`src/rtl/adc_pkg.sv`:
```
// Shared ADC definitions: the SAR state encoding and the default resolution.
package adc_pkg;

  localparam int ADC_BITS = 12;

  typedef enum logic [1:0] {
    IDLE    = 2'd0,
    SAMPLE  = 2'd1,
    CONVERT = 2'd2,
    DONE    = 2'd3
  } sar_state_t;

endpackage

```
`src/rtl/sar_controller.sv`:
```
// Successive-approximation ADC controller: it runs the track/hold, drives
// trial codes to an external capacitive DAC, reads back an external
// comparator, and publishes each finished result with a one-cycle strobe.
//
// Handshake: start and cont are levels that are looked at only in IDLE and
// DONE. They are never queued. valid is a one-cycle strobe with no
// backpressure. Dout is meaningful in the strobe cycle and holds its value
// until the next strobe.
//
// A request seen in IDLE is registered for one cycle before SAMPLE begins.
// As a result, valid rises T_SAMPLE+N+1 edges after the edge that sampled
// the request. From DONE, a request goes straight to SAMPLE, so continuous
// mode produces one result every T_SAMPLE+N+1 cycles.
// N must be at least 2.
module sar_controller
  import adc_pkg::*;
#(
  parameter int N        = ADC_BITS,
  parameter int T_SAMPLE = 4
) (
  input  logic         clk,
  input  logic         reset,
  input  logic         start,
  input  logic         cont,
  input  logic         cmp,
  output logic         sh,
  output logic [N-1:0] dac_code,
  output logic         busy,
  output logic [N-1:0] Dout,
  output logic         valid,
  output sar_state_t   state_dbg
);

  localparam int CW = $clog2(T_SAMPLE + 1);
  localparam int BW = $clog2(N);
  localparam logic [CW-1:0] CNT_LAST = CW'(T_SAMPLE - 1);
  localparam logic [BW-1:0] BIT_MSB  = BW'(N - 1);
  localparam logic [N-1:0]  ONE      = {{(N-1){1'b0}}, 1'b1};

  sar_state_t    state_q, state_d;
  logic          req_q, req_d;
  logic [CW-1:0] cnt_q, cnt_d;
  logic [BW-1:0] bit_q, bit_d;
  logic [N-1:0]  res_q, res_d;
  logic [N-1:0]  dout_q, dout_d;
  logic [N-1:0]  dac_q, dac_d;
  logic          sh_q, sh_d;
  logic          busy_q, busy_d;
  logic          valid_q, valid_d;

  // Next-state logic. The outputs are decoded from the next state, so the
  // registered outputs line up with the state they describe.
  always_comb begin
    state_d = state_q;
    req_d   = 1'b0;
    cnt_d   = cnt_q;
    bit_d   = bit_q;
    res_d   = res_q;
    dout_d  = dout_q;
    case (state_q)
      IDLE: begin
        if (req_q) begin
          state_d = SAMPLE;
          cnt_d   = '0;
        end else begin
          req_d = start | cont;
        end
      end
      SAMPLE: begin
        if (cnt_q == CNT_LAST) begin
          state_d = CONVERT;
          bit_d   = BIT_MSB;
          res_d   = '0;
        end else begin
          cnt_d = cnt_q + 1'b1;
        end
      end
      CONVERT: begin
        // Keep the trial bit when the input is at or above the DAC level.
        if (cmp) res_d = dac_q;
        if (bit_q == '0) begin
          state_d = DONE;
          dout_d  = res_d;
        end else begin
          bit_d = bit_q - 1'b1;
        end
      end
      DONE: begin
        if (start | cont) begin
          state_d = SAMPLE;
          cnt_d   = '0;
        end else begin
          state_d = IDLE;
        end
      end
      default: state_d = IDLE;
    endcase

    sh_d    = (state_d == SAMPLE);
    busy_d  = (state_d != IDLE);
    valid_d = (state_d == DONE);
    dac_d   = (state_d == CONVERT) ? (res_d | (ONE << bit_d)) : '0;
  end

  // State and output registers; reset clears everything and drops any
  // conversion in flight.
  always_ff @(posedge clk) begin
    if (reset) begin
      state_q <= IDLE;
      req_q   <= 1'b0;
      cnt_q   <= '0;
      bit_q   <= '0;
      res_q   <= '0;
      dout_q  <= '0;
      dac_q   <= '0;
      sh_q    <= 1'b0;
      busy_q  <= 1'b0;
      valid_q <= 1'b0;
    end else begin
      state_q <= state_d;
      req_q   <= req_d;
      cnt_q   <= cnt_d;
      bit_q   <= bit_d;
      res_q   <= res_d;
      dout_q  <= dout_d;
      dac_q   <= dac_d;
      sh_q    <= sh_d;
      busy_q  <= busy_d;
      valid_q <= valid_d;
    end
  end

  assign sh        = sh_q;
  assign dac_code  = dac_q;
  assign busy      = busy_q;
  assign Dout      = dout_q;
  assign valid     = valid_q;
  assign state_dbg = state_q;

endmodule

```
`config.mk`:
```
export PLATFORM = sky130hd
export DESIGN_NAME = sar_controller
export DESIGN_NICKNAME = d
export VERILOG_FILES = /design/src/rtl/adc_pkg.sv /design/src/rtl/sar_controller.sv
export SDC_FILE = /design/constraint.sdc
export NUM_CORES = 1
export LEC_CHECK = 0
export ABC_AREA = 1
export BUFFER_PORTS_ARGS = -buffer_cell sky130_fd_sc_hd__buf_2
export CELL_PAD_IN_SITES_DETAIL_PLACEMENT = 0
export CELL_PAD_IN_SITES_GLOBAL_PLACEMENT = 2
export CORE_ASPECT_RATIO = 1.5
export CORE_MARGIN = 4
export CORE_UTILIZATION = 32
export CTS_CLUSTER_DIAMETER = 200
export CTS_CLUSTER_SIZE = 24
export DETAILED_ROUTE_END_ITERATION = 16
export HOLD_SLACK_MARGIN = 0.1
export PLACE_DENSITY_LB_ADDON = 0.1
export SLEW_MARGIN = 20
export SYNTH_ARGS = -nofsm -noshare
export SYNTH_HDL_FRONTEND = slang
export SYNTH_SLANG_ARGS = --single-unit
```
`constraint.sdc`:
```
create_clock -name clk -period 1.9 [get_ports clk]
set_clock_uncertainty 0.15 [all_clocks]
set_input_delay 0.475 -clock clk [delete_from_list [all_inputs] [get_ports clk]]
set_output_delay 0.475 -clock clk [all_outputs]
set_load 0.02 [all_outputs]
```
* After elaboration in Yosys (flattened, before gate mapping)
Index checks and enable logic that the tools add are counted.
** Operators by class
- Add/subtract/negate cells :: 2
- Equal/unequal tests :: 10
- Reductions and logical operators :: 8
- Bitwise operators :: 4
- Shifts and indexed selects :: 1
- Muxes and demuxes :: 15
** Operators by type and width (number)
- two-way mux 12 bit :: 2
- case mux 12 bit (2 select lines) :: 1
- bitwise OR 12 bit :: 1
- << shifter 1 x 4 -> 12 bit (first input constant) :: 1
- two-way mux 3 bit :: 3
- case mux 3 bit (3 select lines) :: 1
- equality test 2 bit (second input constant) :: 4
- two-way mux 4 bit :: 2
- case mux 2 bit (4 select lines) :: 1
- case mux 4 bit (2 select lines) :: 1
- two-way mux 2 bit :: 3
- != test 2 bit (second input constant) :: 3
- equality test 2 x 1 -> 1 bit (second input constant) :: 2
- zero test 4 bit :: 1
- AND reduction 4 bit :: 1
- subtractor 4 x 1 -> 4 bit (second input constant) :: 1
- adder 3 x 1 -> 3 bit (second input constant) :: 1
- equality test 3 x 2 -> 1 bit (second input constant) :: 1
- nonzero test 3 bit :: 1
- OR reduction 3 bit :: 1
- zero test 2 bit :: 1
- inverter 1 bit :: 2
- AND reduction 2 bit :: 1
- nonzero test 2 bit :: 1
- other kinds (3) :: 3
** Storage, ports and cells
- Input port bits :: 5
- Word-level logic and storage cells :: 50
- Output and inout port bits :: 29
- Register bits after elaboration :: 49

* Longest topological paths before layout
Gate-level depths: netlist of run 1.
- Depth after elaboration :: 6
- Mapped depth :: 12
- Gate-level depth less buffers :: 12

* Least setup slack after synthesis of run 1
Ideal clock, no wire load.
- Path kind :: register -> register
- Start :: register state_q[1] (netlist: state_dbg[1])
- End :: register dac_q[6] (netlist: dac_code[6])
- Arrival time :: 1761 ps
- Clock period less this slack :: 1977 ps
- Path buffers :: 1
- Stages on the path, launching flop included :: 12
- Library setup time :: 66 ps
- Required time :: 1684 ps
- Setup slack :: -77 ps
- Cells stage by stage :: dfxtp_1 inv_1 ha_1 buf_2 nand3_1 o21ai_0 nand2_1 o21ai_2 inv_2 nor2_4 nand2_1 a21oi_2
** On the way
- Longest elaborated chain between the ends :: 5
- Elaborated cells between the ends (all ways) :: 15
- Classes of those cells :: 4 x eq/ne; 1 x shift; 6 x mux; 2 x bitwise; 2 x reduce/logical
** RTL lines
- start: declaration :: line sar_controller.sv:40 : sar_state_t state_q, state_d;
- start signal: assignment :: line sar_controller.sv:120 : state_q <= state_d;
- equality test 2 bit, or another cell as far along :: line sar_controller.sv:60 : case (state_q)
- case mux 2 bit (4 select lines) :: line sar_controller.sv:60
- equality test 2 bit :: line sar_controller.sv:102 : dac_d = (state_d == CONVERT) ? (res_d | (ONE << bit_d)) : '0;
- inverter 1 bit (no line)
- OR reduction 2 bit (no line)
- end signal: assignment :: line sar_controller.sv:115 : dac_q <= '0;
- end signal: assignment :: line sar_controller.sv:126 : dac_q <= dac_d;
- end: declaration :: line sar_controller.sv:46 : logic [N-1:0] dac_q, dac_d;
Several ways; a longest one is shown, not always the timed one.
A chain may end at the register's enable or synchronous reset.

* Final worst setup path of run 1
- Start :: register state_q[1] (netlist: state_dbg[1])
- End :: register dac_q[3] (netlist: dac_code[3])
Same word-level chain as after synthesis.

==> impl_metrics.toml, run 1 <==
[outcome]
status = "finished, final reports clean"

[sta]
slew_headroom_pct = 75.3
min_period_ps = 1820
finalHoldViolations = 0
clock.fmax_ghz = 0.550
setup_viol = 0
post-route-period-util_pct = 95.8
layout_setup_ws_ps = 80.3
slew_violations = 0
rsz0062_at_grt = "yes"
timing.hold.ws_ps = 307
worst_pin_slew_ps = 371

[detailed_routing]
wl_met3_um = 175
drc = 0
final_antenna_net_count = 0
route.met2.wl_um = 3470
wl_met1_um = 2540
vias = 2164
drt-initial-drc-count = 91
top_layer = "met4"
routed_via_density = 4.62
wl_per_cell_um = 13.4
wirelength_um = 6280
dr.pass1.iters = 4

[cts]
cts_htree_levels = 2
clk_latency_ps = 300
cts-hold-fix-buffers = 0
cts.sinks = 49
path_clk_slew_ps = 90
cts_tree = "built"
cts_buffer_depth = 2
numCtsBuffers = 5
cts-root-buf = "clkbuf_8"

[layout]
n_antenna_cell = 0
layout-drive-gt1-share_pct = 36.4
instances_no_fill = 468
nets = 402
seqCellArea_um2 = 991
multi_input_area_um2 = 1240
fill_cells = 733
area_growth_pct = 38.2

[setup_path]
r2r_cells = 11
r2r_start = "state_dbg[1]$_SDFF_PP0_"
required_ps = 1990
reg2reg_slack_ps = 80
arrival_ps = 1910
worstSetupPathType = "register to register"
path_max_fanout = 5
r2r_end = "dac_code[3]$_SDFF_PP0_"
endpoint_kind = "register"
cp-start-kind = "register"

[yosys]
synth.avg_cell_area_um2 = 7.24
synth_compound_area_share_pct = 17.3
yosys_warnings = 0
syn_inst = 318
synth_top_family_by_area = "simple AND/OR/NAND/NOR gates"
synthMuxAreaShare_pct = 0
synthXorXnorAreaFrac_pct = 0
synth_seq_cells = 49
synth_simple_gate_area_share_pct = 24.8
mappedNetlistNets = 331
synth.distinct_cells = 22
seq_area_frac_synth_pct = 42.6
netlist_area_um2 = 2300
synth_fa_ha_area_share_pct = 4.35

[floorplanning]
coreArea_um2 = 6940
design.portCount = 34
die_w_um = 77.3
initial_utilization_pct = 33.2
row_count = 37
fp.dieH_um = 112
die_area_um2 = 8650

[run]
max-cap-violations = 0

[power]
p_per_area_nw_per_um2 = 716
ir_drop_uv = 316
p_leak_uw = 0.00137

[global_routing]
grt_antenna_before_repair = 0
grtUsageTotal_pct = 14.7
grt_max_degree = 25
grt_pass1_wl_um = 9960
grt_pass1_vias = 1990
grt_overflow_total = 0

[min_path]
worstHoldStart = "req_q$_SDFF_PP0_"
min_path_type = "register to register"
worst_hold_path.endpoint = "req_q$_SDFF_PP0_"
whs_path_depth = 1

[place]
hpwlAfterDp_um = 4520
place_inst = 445
gp_congestion = 0.750
portBuffers = 33
post-place-ws_ps = -86.0
==> power breakdown <==
part,leakage (µW),internal [µW],switching [µW]
logic,0.000925,224,309
clock network,0.0000512,296,360
registers,0.000398,1060,28.4
total,0.00137,1580,697
==> flip-flops by register name (all words and copies together) (netlist names) <==
name,cells
Dout,12
dac_code,12
res_q,12
bit_q,4
cnt_q,3
state_dbg,2
busy,1
req_q,1
sh,1
valid,1
==> worst max-delay path, stage by stage (launching register included) <==
cell and delay (ps):
dfxtp_4 370, buf_4 140, ha_4 180, buf_4 140, nand2_1 80, inv_1 70, nand2_1 110, o21ai_4 80
buf_4 140, nor2_4 110, nand2_2 70, a21oi_2 110
==> synth_stat cells (all sizes together) <==
master / number / share of area (%)
nand2: 70 / 12
dfxtp: 49 / 43
inv: 48 / 7.8
nor2: 33 / 6.2
o21ai: 33 / 7.5
a21oi: 31 / 8.5
nand3: 28 / 6.3
ha: 8 / 4.3
buf: 7 / 2.1
clkbuf: 7 / 1.1
o211a: 2 / 0.87
nor4: 1 / 0.27
o2111ai: 1 / 0.38
==> layout make-up <==
cell class	instances	area share (%)
sequential	49	31.1
clock inverter	2	0.432
clock buffer	6	2.59
tap	78	3.06
inverter	48	5.97
multi-input combinational	207	38.8
timing repair buffer	78	18.0
==> per-stage QoR <==
step                util (%)  total power (µW)  setup TNS, ps  instance area, µm²
floorplan                  -              1350              0                2310
global placement        39.5              1510           -513                2750
detailed placement      39.5              1510           -460                2750
CTS                     41.6              2210          -16.0                2890
global route            45.9              2410           -207                3180
finish                  45.9              2280              0                3180
==> cell usage in the layout, fill, tap and decap left out, types with 3 or more instances in the layout <==
cell      count
nand2_1      59
dfxtp_1      45
inv_1        41
buf_4        37
buf_2        33
o21ai_0      28
nand3_1      27
nor2_1       24
a21oi_1      19
a21oi_2      12
nand2_2       6
clkbuf_8      6
nor2_4        5
nand2_4       5
ha_4          5
inv_2         4
nor2_2        4
buf_6         4
o21ai_2       3
buf_12        3
==> how the worst max path moves through the flow <==
stage	from	end	cells after the start
CTS	state_dbg[0]$_SDFF_PP0_	dac_code[3]$_SDFF_PP0_	12
finish	state_dbg[1]$_SDFF_PP0_	dac_code[3]$_SDFF_PP0_	11
global placement	state_dbg[1]$_SDFF_PP0_	dac_code[10]$_SDFF_PP0_	10
floorplan	state_dbg[1]$_SDFF_PP0_	dac_code[6]$_SDFF_PP0_	11
global route	state_dbg[0]$_SDFF_PP0_	dac_code[7]$_SDFF_PP0_	11
detailed placement	state_dbg[1]$_SDFF_PP0_	dac_code[5]$_SDFF_PP0_	11
==> kinds of logic after synthesis <==
family	after synthesis
simple gates	132
fa+ha+maj	8
buf+inv	62
flops	49
compound gates	67
==> per-layer routing <==
| metal | up-vias | track usage (%) |
|---|---|---|
| li1 | 1154 | - |
| met1 | 974 | 15.7 |
| met2 | 26 | 28.5 |
| met3 | 10 | 2.43 |
| met4 | 0 | 4.63 |
| met5 | - | 0 |
==> timing repair <==
item | 4_1_cts | 5_1_grt
setup buffers | 2 | 12
hold endpoints to repair | 0 | 0
resized for setup | 8 | 49
gates cloned | 0 | 1
pin swaps | 1 | 12
setup endpoints to repair | 22 | 39
Power figures use the tool's default switching activity.
==> run 2, diff against run 1 <==
CORE_UTILIZATION = 34   (was 32)
clock period = 2.2 ns   (was 1.9 ns; I/O delays follow)
==> impl_metrics.toml, run 2 (synthesized netlist as in run 1, its figures left out) <==
[global_routing]
grt_pass1_wl_um = 9890
grt_overflow_total = 0
grt_antenna_before_repair = 0
grtUsageTotal_pct = 16.1
grt_max_degree = 25
grt_pass1_vias = 2062

[detailed_routing]
routed_via_density = 4.74
wl_per_cell_um = 14.1
wl_met3_um = 172
drc = 0
route.met2.wl_um = 3380
wirelength_um = 6110
top_layer = "met4"
wl_met1_um = 2450
dr.pass1.iters = 4
drt-initial-drc-count = 102
vias = 2064
final_antenna_net_count = 0

[floorplanning]
initial_utilization_pct = 35.3
design.portCount = 34
row_count = 36
fp.dieH_um = 109
die_w_um = 75.2
die_area_um2 = 8180
coreArea_um2 = 6530

[power]
switching_share_pct = 28.4
net-switching-power_uw = 551
power_frac_seq_pct = 48.0
p_clk_share_pct = 35.0
p_per_area_nw_per_um2 = 713
ir_drop_uv = 338
intPower_uw = 1390
power_frac_comb_pct = 17.1
p_leak_uw = 0.00116

[cts]
cts_tree = "built"
path_clk_slew_ps = 90
cts_htree_levels = 2
clk_latency_ps = 300
cts-hold-fix-buffers = 0
cts_buffer_depth = 2
cts.sinks = 49
numCtsBuffers = 5
cts-root-buf = "clkbuf_8"

[setup_path]
required_ps = 2290
worstSetupPathType = "register to register"
endpoint_kind = "register"
arrival_ps = 2110
r2r_end = "Dout[8]$_SDFFE_PP0P_"
endpoint = "Dout[8]$_SDFFE_PP0P_"
reg2reg_slack_ps = 180
cp-start-kind = "register"
r2r_cells = 7
worstSetupStartpoint = "state_dbg[1]$_SDFF_PP0_"
path_max_fanout = 13
r2r_start = "state_dbg[1]$_SDFF_PP0_"

[place]
hpwlAfterDp_um = 4620
placed_area_um2 = 2590
post-place-ws_ps = 140
place_inst = 427
gp_congestion = 0.839
portBuffers = 33

[min_path]
min_path_type = "register to register"
whs_path_depth = 1

[sta]
rsz0062_at_grt = "no"
slew_headroom_pct = 75.3
layout_setup_ws_ps = 179
post-route-period-util_pct = 91.8
worst_pin_slew_ps = 366
setup_viol = 0
clock.fmax_ghz = 0.495
finalHoldViolations = 0
setup_tns_ps = 0
min_period_ps = 2020
slew_violations = 0

[layout]
final_cell_mix = "nand2_1 (65), dfxtp_1 (49), inv_1 (45)"
instances_no_fill = 435
layout-drive-gt1-share_pct = 22.6
nets = 371
n_antenna_cell = 0
finalInstanceArea_um2 = 2720
final_common_cell = "nand2_1"
area_growth_pct = 18.2

[outcome]
status = "finished, final reports clean"

[run]
max-cap-violations = 0
[run 2: what timing repair did]
action,CTS,global route
buffers inserted,0,0
resized for setup,0,3
setup endpoints to repair,0,9
[run 2: cell type report]
type,count,area [µm²]
clock inverter,1,30.0
clock buffer,7,86.3
tap,76,95.1
sequential,49,981
timing repair buffer,47,274
inverter,48,180
multi-input combinational,207,1080
fill,740,3810
[run 2: worst min-delay path by stage]
stage	startpoint	endpoint	slack, ps
6_report	req_q$_SDFF_PP0_	req_q$_SDFF_PP0_	310
5_1_grt	Dout[11]$_SDFFE_PP0P_	Dout[11]$_SDFFE_PP0P_	340
4_1_cts	req_q$_SDFF_PP0_	req_q$_SDFF_PP0_	320
3_5_place_dp	req_q$_SDFF_PP0_	req_q$_SDFF_PP0_	300
3_3_place_gp	req_q$_SDFF_PP0_	req_q$_SDFF_PP0_	290
2_1_floorplan	req_q$_SDFF_PP0_	req_q$_SDFF_PP0_	270
[run 2: worst max-delay path, cell delays in order, from the launching register on]
cell     delay, ps
dfxtp_1        340
buf_4          120
ha_1           350
nand3_2        230
buf_4          240
inv_1          280
nand2_1        110
a21oi_1        130
[run 2: through the flow]
stage                     hold slack, ps  utilization, %  total power (µW)
after CTS                            316            41.5              1960
after global placement               293            39.7              1280
after global routing                 342            41.7              2040
after floorplan                      272               -              1170
final                                310            41.7              1940
after detailed placement             301            39.7              1280
[run 2: power by group through the flow]
stage | Combinational, µW | Clock (µW) | Sequential [µW]
after floorplan | 197 | 0 | 971
after global routing | 375 | 733 | 937
final | 331 | 679 | 932
after detailed placement | 328 | 0 | 953
after CTS | 330 | 699 | 932
after global placement | 332 | 0 | 953
[run 2: metal layers]
metal / GRT usage (%) / up-vias
li1: - / 1084
met1: 16.6 / 944
met2: 31.0 / 29
met3: 2.86 / 7
met4: 5.63 / 0
met5: 0 / -
